[src/rtl/mux_rr_arbiter_if.sv]
// Handshake bundle for the 4:1 round-robin mux arbiter.
// Requester side: req, a..d, out_ready. Arbiter side: out_valid, out_data, out_src, gnt, ack.
interface mux_rr_arbiter_if #(
    parameter int DW = 2
);
    logic [3:0]    req;
    logic [DW-1:0] a;
    logic [DW-1:0] b;
    logic [DW-1:0] c;
    logic [DW-1:0] d;
    logic          out_ready;
    logic          out_valid;
    logic [DW-1:0] out_data;
    logic [1:0]    out_src;
    logic [3:0]    gnt;
    logic [3:0]    ack;

    // Requesters and downstream consumer.
    modport master (
        output req, a, b, c, d, out_ready,
        input  out_valid, out_data, out_src, gnt, ack
    );

    // The arbiter itself.
    modport slave (
        input  req, a, b, c, d, out_ready,
        output out_valid, out_data, out_src, gnt, ack
    );
endinterface

[src/rtl/mux_rr_arbiter.sv]
// Round-robin arbiter and sequencer feeding one registered valid/ready channel.
// Ports: clk, rst (sync, active-high), bus (mux_rr_arbiter_if.slave).
module mux_rr_arbiter #(
    parameter int DW = 2
) (
    input logic                clk,
    input logic                rst,
    mux_rr_arbiter_if.slave    bus
);

    typedef enum logic [0:0] {
        IDLE = 1'b0,
        BUSY = 1'b1
    } state_t;

    state_t        state;
    logic [1:0]    ptr;
    logic          out_valid_q;
    logic [DW-1:0] out_data_q;
    logic [1:0]    out_src_q;
    logic [3:0]    gnt_q;

    logic          sel_found;
    logic [1:0]    sel_idx;
    logic [DW-1:0] sel_data;
    logic          hs;

    // First set request scanning upward from ptr, wrapping mod 4.
    always_comb begin
        logic [1:0] idx;
        sel_found = 1'b0;
        sel_idx   = ptr;
        idx       = ptr;
        for (int k = 0; k < 4; k++) begin
            idx = ptr + k[1:0];
            if (!sel_found && bus.req[idx]) begin
                sel_found = 1'b1;
                sel_idx   = idx;
            end
        end
    end

    always_comb begin
        sel_data = bus.a;
        unique case (sel_idx)
            2'd0: sel_data = bus.a;
            2'd1: sel_data = bus.b;
            2'd2: sel_data = bus.c;
            2'd3: sel_data = bus.d;
        endcase
    end

    // Reset suppresses the ack so a discarded beat is never acknowledged.
    assign hs = out_valid_q & bus.out_ready & ~rst;

    always_ff @(posedge clk) begin
        if (rst) begin
            state       <= IDLE;
            ptr         <= 2'd0;
            out_valid_q <= 1'b0;
            out_data_q  <= '0;
            out_src_q   <= 2'd0;
            gnt_q       <= 4'b0000;
        end else begin
            unique case (state)
                IDLE: begin
                    if (sel_found) begin
                        out_data_q  <= sel_data;
                        out_src_q   <= sel_idx;
                        gnt_q       <= 4'b0001 << sel_idx;
                        out_valid_q <= 1'b1;
                        state       <= BUSY;
                    end
                end
                BUSY: begin
                    // out_data/out_src deliberately left as-is; qualified by out_valid.
                    if (bus.out_ready) begin
                        out_valid_q <= 1'b0;
                        gnt_q       <= 4'b0000;
                        ptr         <= out_src_q + 2'd1;
                        state       <= IDLE;
                    end
                end
            endcase
        end
    end

    assign bus.out_valid = out_valid_q;
    assign bus.out_data  = out_data_q;
    assign bus.out_src   = out_src_q;
    assign bus.gnt       = gnt_q;
    assign bus.ack       = hs ? gnt_q : 4'b0000;

endmodule

[src/flat_wrapper.sv]
// flat-port wrapper written by rule: the top's interface ports become plain ports
module mux_rr_arbiter_flat 
#(
    parameter int DW = 2
)
  (clk, rst, bus_req, bus_a, bus_b, bus_c, bus_d, bus_out_ready, bus_out_valid, bus_out_data, bus_out_src, bus_gnt, bus_ack);
  mux_rr_arbiter_if #(.DW(DW)) bus_i ();
  input logic clk;
  input logic rst;
  input wire logic [$bits(bus_i.req)-1:0] bus_req;
  input wire logic [$bits(bus_i.a)-1:0] bus_a;
  input wire logic [$bits(bus_i.b)-1:0] bus_b;
  input wire logic [$bits(bus_i.c)-1:0] bus_c;
  input wire logic [$bits(bus_i.d)-1:0] bus_d;
  input wire logic [$bits(bus_i.out_ready)-1:0] bus_out_ready;
  output wire logic [$bits(bus_i.out_valid)-1:0] bus_out_valid;
  output wire logic [$bits(bus_i.out_data)-1:0] bus_out_data;
  output wire logic [$bits(bus_i.out_src)-1:0] bus_out_src;
  output wire logic [$bits(bus_i.gnt)-1:0] bus_gnt;
  output wire logic [$bits(bus_i.ack)-1:0] bus_ack;
  assign bus_i.req = bus_req;
  assign bus_i.a = bus_a;
  assign bus_i.b = bus_b;
  assign bus_i.c = bus_c;
  assign bus_i.d = bus_d;
  assign bus_i.out_ready = bus_out_ready;
  assign bus_out_valid = bus_i.out_valid;
  assign bus_out_data = bus_i.out_data;
  assign bus_out_src = bus_i.out_src;
  assign bus_gnt = bus_i.gnt;
  assign bus_ack = bus_i.ack;
  mux_rr_arbiter #(.DW(DW)) u_core (.clk(clk), .rst(rst), .bus(bus_i));
endmodule
[config.mk]
export PLATFORM = sky130hd
export DESIGN_NAME = mux_rr_arbiter_flat
export DESIGN_NICKNAME = d
export VERILOG_FILES = /design/src/rtl/mux_rr_arbiter_if.sv /design/src/rtl/mux_rr_arbiter.sv /design/src/flat_wrapper.sv
export SDC_FILE = /design/constraint.sdc
export NUM_CORES = 1
export LEC_CHECK = 0
export ABC_AREA = 1
export CAP_MARGIN = 20
export CORE_ASPECT_RATIO = 0.9
export CORE_MARGIN = 3
export CORE_UTILIZATION = 35
export CTS_BUF_LIST = sky130_fd_sc_hd__clkbuf_4 sky130_fd_sc_hd__clkbuf_8 sky130_fd_sc_hd__clkbuf_16
export DETAILED_ROUTE_END_ITERATION = 12
export GPL_TIMING_DRIVEN = 0
export PLACE_DENSITY = 0.7
export SLEW_MARGIN = 5
export SYNTH_ARGS = -nofsm -noshare
export SYNTH_HDL_FRONTEND = slang
export SYNTH_SLANG_ARGS = --single-unit
[constraint.sdc]
create_clock -name clk -period 2.5 [get_ports clk]
set_input_delay 0.5 -clock clk [delete_from_list [all_inputs] [get_ports clk]]
set_output_delay 0.5 -clock clk [all_outputs]
set_load 0.01 [all_outputs]
==> results of run 1 <==
## cell usage after synthesis (all sizes together)
| cell | number |
|---|---|
| a211oi | 1 |
| a21oi | 6 |
| buf | 3 |
| clkbuf | 1 |
| clkinv | 1 |
| dfxtp | 12 |
| inv | 22 |
| nand2 | 71 |
| nand3 | 18 |
| nand4 | 6 |
| nor2 | 9 |
| o211ai | 1 |
| o21ai | 7 |
| o31ai | 1 |
| or2 | 2 |
| xnor2 | 1 |
## layer usage
layer  wire [um]  track usage  share of wire  vias to the layer above
met5           0            0              0                        -
met4          15       0.0283         0.0060                        0
met2        1180        0.264           0.47                       13
met1        1210        0.199           0.48                      480
met3          87       0.0433          0.035                        2
li1            -            -              -                      572
## worst min path at each step
stage	endpoint	slack, ns	depth (start not counted)
after detailed placement	u_core.bus.out_data[0]$_SDFFE_PP0P_	0.48	2
final	u_core.bus.out_data[0]$_SDFFE_PP0P_	0.49	2
after global routing	u_core.bus.out_data[0]$_SDFFE_PP0P_	0.52	2
after CTS	u_core.bus.out_data[0]$_SDFFE_PP0P_	0.49	2
after floorplan	u_core.ptr[0]$_SDFFE_PP0P_	0.49	2
after global placement	u_core.bus.out_data[0]$_SDFFE_PP0P_	0.47	2
## per-stage QoR
| stage | area (sq um) | power, uW |
|---|---|---|
| after floorplan | 1010 | 530 |
| after global placement | 1320 | 650 |
| after detailed placement | 1320 | 661 |
| after CTS | 1350 | 821 |
| after global routing | 1350 | 885 |
| final | 1350 | 813 |
## power by group through the flow
stage	logic [uW]	clock network (uW)	registers, uW
final	411	157	244
after global routing	461	173	251
after CTS	414	163	245
after detailed placement	412	0	249
after global placement	403	0	247
after floorplan	271	0	259
## worst min-delay path: stages (launching register included)
cell and delay, ns:
dfxtp_1 0.32, nand2_1 0.08, a21oi_2 0.05
## area by class of cell
cell class              count  area (sq um)
fillers                   269          1240
multi-input cells         123           642
repair buffers             26           260
flip-flops and latches     12           240
inverters                  23          93.8
well taps                  38          47.5
clock buffers               4          36.3
plain buffers               4          33.8
## state kept, by name, summed over array words and instances (netlist names)
register	count
u_core.bus.out_data	2
u_core.bus.out_src	2
u_core.bus.gnt	4
u_core.state	1
u_core.bus.out_valid	1
u_core.ptr	2
## cell families after synthesis
logic type | after synthesis
flip-flops | 12
AO/OA/AOI/OAI | 16
buffers and inverters | 27
XOR/XNOR | 1
AND/OR/NAND/NOR | 106
==> summary.md, run 1 <==
| Metric | Value |
|---|---|
| WL/cell | 10.9 um |
| Final hold vios | 0 |
| Commonest non-fill, non-tap cell in the layout | nand2_1 |
| Synth warnings | 0 |
| Req. time, crit path | 2.00 ns |
| Vias in the first global route | 1049 |
| Max Clock Skew | 0.00685 ns |
| Period minus WS final | 2.32 ns |
| Largest net degree at the start of global routing | 11 |
| Final Max Tran Viols | 0 |
| RSZ-0062 raised after global routing | false |
| Mapped cell area | 0.00101 sq mm |
| Largest family of logic cells by synthesized area | simple AND/OR/NAND/NOR gates |
| Final worst slack | 0.177 ns |
| Routed WL | 2500 um |
| Leak Pwr | 0.000633 uW |
| Die Wd | 62.6 um |
| Hold Startpoint | u_core.bus.out_data[0]$_SDFFE_PP0P_ |
| Status | complete, no violations |
| Hold WS | 0.488 ns |
| Clock transition at path regs | 0.08 ns |
| DRT iter0 DRCs | 31 |
| CTS tree | done |
| Max stage delay on crit path | 0.56 ns |
| Area leader, netlist | dfxtp_1 |
| Antenna cells | 0 |
| Post-synthesis sequential area ratio | 0.238 |
| Via density | 4.64 |
| Logic gate share of total power | 0.506 |
| Period Utilization, post-route | 0.929 |
| Net Sw Frac | 0.407 |
| DRC viols | 0 |
| Mux cell area share after synthesis | 0 |
| Post-synth top area share | 0.238 |
| Total die area | 0.00357 sq mm |
| Worst setup path endpoint | bus_ack[3] |
| Worst setup SP type | primary input |
| Layout cells sized above 1 | 0.172 |
| Worst slew margin | 0.706 |
| CTS sink cnt | 12 |
| Worst-path maximum fanout | 4 |
| Peak VDD IR | 0.000324 V |
| Htree depth | 1 |
| GRT Residual Overflow | 0 |
| Total CTS buffers | 3 |
| Crit-path cells | clkdlybuf4s50_1 > nand3_1 > nor2_1 > clkdlybuf4s50_1 |
| # placed instances | 226 |
| R2r startpoint | u_core.ptr[1]$_SDFFE_PP0P_ |
| Hpwl dp | 2020 um |
| Max Clock Freq | 430 MHz |
| Delay-heaviest family, CP | buffers and inverters |
| Measured slew at the worst slew-check pin | 0.441 ns |
| Max cap viols | 0 |
| Post-synthesis xor/xnor area fraction | 0.00867 |
| Yosys cell types | 27 |
| Beginning of the critical path | bus_out_ready |
| Placer Congestion | 0.855 |
| Synth top area cells | dfxtp_1 (24%), nand2_1 (23%), nand3_1 (7.9%) |
| Total I/O pin count | 28 |
| Internal power | 482 uW |
| Synthesized area per cell | 6.23 sq um |
| Setup TNS | 0 ns |
| Post-cts gate resize count | 0 |
| Hold Buf Count CTS | 0 |
| Die H | 57.0 um |
| Register bit total from synthesis | 12 |
| Worst Reg2Reg Path Length in Cells | 15 |
| Detailed Routing Iterations Pass 1 | 4 |
| Hold WC Path Type | register to register |
| Reg2reg setup slack | 0.60 ns |
| Worst-Skew Late Latency | 0.28 ns |
| Worst EP arrival | 1.82 ns |
| First-pass GRT wire length | 4550 um |
| Area Growth Syn to Fin | 34.1% |
| Most frequent CP cell | clkdlybuf4s50_1 |
| Syn Inst Count | 162 |
| NetSw | 331 uW |
| Clock power frac | 0.193 |
| Core outline area | 0.00259 sq mm |
| Complex-gate fraction of the synthesized area | 0.125 |
| Routed Antenna Nets | 0 |
| Nets | 208 |
| Clock buffer depth | 2 |
| WS Path Type | primary input to primary output |
| Post-CTS Repair Setup Buffers | 0 |
| Vias post-DR | 1067 |
| Area share of fa/ha/maj cells after synthesis | 0 |
| Number of cells on the critical path | 4 |
| R2r endpoint | u_core.bus.out_data[1]$_SDFFE_PP0P_ |
| PD cells | 600 mW/mm^2 |
| Initial Utilization | 0.389 |
| Root Driver | clkbuf_4 |
| Final core utilization | 0.522 |
| Port bufs | 26 |
| Initial antenna violation count | 0 |
| GRT Total Usage | 0.155 |
| Row count | 17 |
| Setup Viol. Count Final | 0 |
| Most frequent cells in the layout | nand2_1 (61), clkdlybuf4s50_1 (26), inv_1 (18) |
| Element type at the critical path end | primary output |
| Synth Area in Simple Gates | 0.502 |
| Seq pwr share | 0.300 |
| Pre-CTS setup slack | 0.0783 ns |
| Synth Net Count | 177 |
| Max stage delay cell, worst path | clkdlybuf4s50_1 |
| CP bufs+invs | 2 |
| Post-route insts no fill | 230 |
No activity file was read; power rests on OpenSTA's default activity.
==> run 2, diff against run 1 <==
--- a/config.mk
+++ b/config.mk
@@ -9,11 +9,11 @@
 export CAP_MARGIN = 20
 export CORE_ASPECT_RATIO = 0.9
 export CORE_MARGIN = 3
-export CORE_UTILIZATION = 35
+export CORE_UTILIZATION = 51
 export CTS_BUF_LIST = sky130_fd_sc_hd__clkbuf_4 sky130_fd_sc_hd__clkbuf_8 sky130_fd_sc_hd__clkbuf_16
 export DETAILED_ROUTE_END_ITERATION = 12
 export GPL_TIMING_DRIVEN = 0
-export PLACE_DENSITY = 0.7
+export PLACE_DENSITY = 0.93
 export SLEW_MARGIN = 5
 export SYNTH_ARGS = -nofsm -noshare
 export SYNTH_HDL_FRONTEND = slang
==> run 2 against run 1 <==
Effect of this change:
- worst setup slack worse by 0.00089 ns
- sequential share of layout area up 0.23 points
- wire length up 3.6%
- via count up 6.3%
- design area down 1.3%
- global-route usage up 6.2 points
- critical path depth unchanged
- highest routed layer unchanged
==> summary.md, run 2 (same netlist as run 1, synthesis figures left out) <==
| Metric | Value |
|---|---|
| Clock transition at path regs | 0.07 ns |
| Largest net degree at the start of global routing | 11 |
| Total CTS buffers | 3 |
| DRT iter0 DRCs | 42 |
| Period Utilization, post-route | 0.930 |
| Internal power | 482 uW |
| Worst EP arrival | 1.82 ns |
| Nets | 208 |
| NetSw | 338 uW |
| Setup Viol. Count Final | 0 |
| Peak VDD IR | 0.000401 V |
| Hold WC Path Type | register to register |
| Row count | 14 |
| Max Clock Skew | 0.00194 ns |
| Total Power | 820 uW |
| Initial antenna violation count | 0 |
| Status | complete, no violations |
| Htree depth | 1 |
| Worst slew margin | 0.702 |
| PD cells | 614 mW/mm^2 |
| Max cap viols | 0 |
| Post-CTS Repair Setup Buffers | 0 |
| Area Growth Syn to Fin | 32.3% |
| Final worst slack | 0.176 ns |
| CTS tree | done |
| Core outline area | 0.00177 sq mm |
| Vias post-DR | 1134 |
| Placer Congestion | 0.866 |
| Net Sw Frac | 0.412 |
| Largest register FFs | 4 |
| Final Max Tran Viols | 0 |
| Leak Pwr | 0.000633 uW |
| Worst-Skew Late Latency | 0.28 ns |
| WS Path Type | primary input to primary output |
| Total I/O pin count | 28 |
| Hold Buf Count CTS | 0 |
| CTS sink cnt | 12 |
| Die Wd | 52.9 um |
| GRT Residual Overflow | 0 |
| DRC viols | 0 |
| Detailed Routing Iterations Pass 1 | 5 |
| Layout cells sized above 1 | 0.172 |
| R2r endpoint | u_core.bus.gnt[3]$_SDFFE_PP0P_ |
| Total die area | 0.00255 sq mm |
| Routed Antenna Nets | 0 |
| Worst setup path endpoint | bus_ack[0] |
| Beginning of the critical path | bus_out_ready |
| Vias in the first global route | 976 |
| First-pass GRT wire length | 4110 um |
| Clock power frac | 0.193 |
| GRT Total Usage | 0.217 |
| Die H | 48.2 um |
| Worst-path maximum fanout | 4 |
| Most frequent cells in the layout | nand2_1 (61), clkdlybuf4s50_1 (26), inv_1 (18) |
| Clock buffer depth | 2 |
| Req. time, crit path | 2.00 ns |
| Setup TNS | 0 ns |
| Port bufs | 26 |
| Final hold vios | 0 |
| Period minus WS final | 2.32 ns |
| Reg2reg setup slack | 0.57 ns |
| Root Driver | clkbuf_4 |
| Post-cts gate resize count | 0 |
| Via density | 5.25 |
| Max Clock Freq | 430 MHz |
| Logic gate share of total power | 0.508 |
| Worst Reg2Reg Path Length in Cells | 13 |
| Pre-CTS setup slack | 0.153 ns |
| Worst setup SP type | primary input |
| Seq pwr share | 0.300 |
| Hpwl dp | 2040 um |
| Measured slew at the worst slew-check pin | 0.447 ns |
| WL/cell | 12.0 um |
| Element type at the critical path end | primary output |
| Commonest non-fill, non-tap cell in the layout | nand2_1 |
| Routed WL | 2590 um |
| Antenna cells | 0 |
| Initial Utilization | 0.571 |
| R2r startpoint | u_core.ptr[0]$_SDFFE_PP0P_ |
| RSZ-0062 raised after global routing | false |
[run 2: worst min-delay path by stage]
stage / depth (start not counted) / end / slack, ns / from
final: 2 / u_core.bus.out_data[1]$_SDFFE_PP0P_ / 0.49 / u_core.bus.out_data[1]$_SDFFE_PP0P_
after global placement: 2 / u_core.bus.out_data[0]$_SDFFE_PP0P_ / 0.46 / u_core.bus.out_data[0]$_SDFFE_PP0P_
after CTS: 2 / u_core.bus.out_data[1]$_SDFFE_PP0P_ / 0.50 / u_core.bus.out_data[1]$_SDFFE_PP0P_
after global routing: 2 / u_core.bus.out_data[0]$_SDFFE_PP0P_ / 0.51 / u_core.bus.out_data[0]$_SDFFE_PP0P_
after detailed placement: 2 / u_core.bus.out_data[1]$_SDFFE_PP0P_ / 0.48 / u_core.bus.out_data[1]$_SDFFE_PP0P_
after floorplan: 2 / u_core.ptr[0]$_SDFFE_PP0P_ / 0.49 / u_core.state$_SDFF_PP0_
[run 2: per-layer routing]
| layer | global-route usage | wire length, um | up-vias |
|---|---|---|---|
| met2 | 0.384 | 1270 | 46 |
| met4 | 0.0816 | 39 | 0 |
| met5 | 0 | 0 | - |
| met1 | 0.261 | 1090 | 502 |
| li1 | - | - | 579 |
| met3 | 0.0520 | 178 | 7 |
[run 2: area by class of cell]
| type | instances | area [sq um] |
|---|---|---|
| Timing Repair Buffer | 26 | 260 |
| Multi-Input combinational cell | 123 | 642 |
| Sequential cell | 12 | 240 |
| Clock buffer | 4 | 36.3 |
| Tap cell | 24 | 30.0 |
| Inverter | 23 | 93.8 |
| Buffer | 4 | 33.8 |
| Fill cell | 136 | 433 |
[run 2: critical path, stage by stage]
cell	delay (ns)
clkdlybuf4s50_1	0.54
nand2_1	0.09
nor2_1	0.13
clkdlybuf4s50_1	0.57
[run 2: power by group through the flow]
| stage | Sequential, uW | Combinational (uW) | Clock (uW) |
|---|---|---|---|
| after floorplan | 259 | 271 | 0 |
| after global placement | 248 | 397 | 0 |
| after detailed placement | 250 | 411 | 0 |
| after CTS | 246 | 415 | 160 |
| after global routing | 249 | 462 | 168 |
| final | 246 | 416 | 158 |
[run 2: per-stage QoR]
step	instance area (sq um)	std cells	utilization	hold slack, ns
3_5_place_dp	1300	212	0.735	0.485
5_1_grt	1340	216	0.755	0.509
4_1_cts	1340	216	0.755	0.495
6_report	1340	216	0.755	0.492
3_3_place_gp	1300	212	0.735	0.465
2_1_floorplan	1010	162	-	0.493
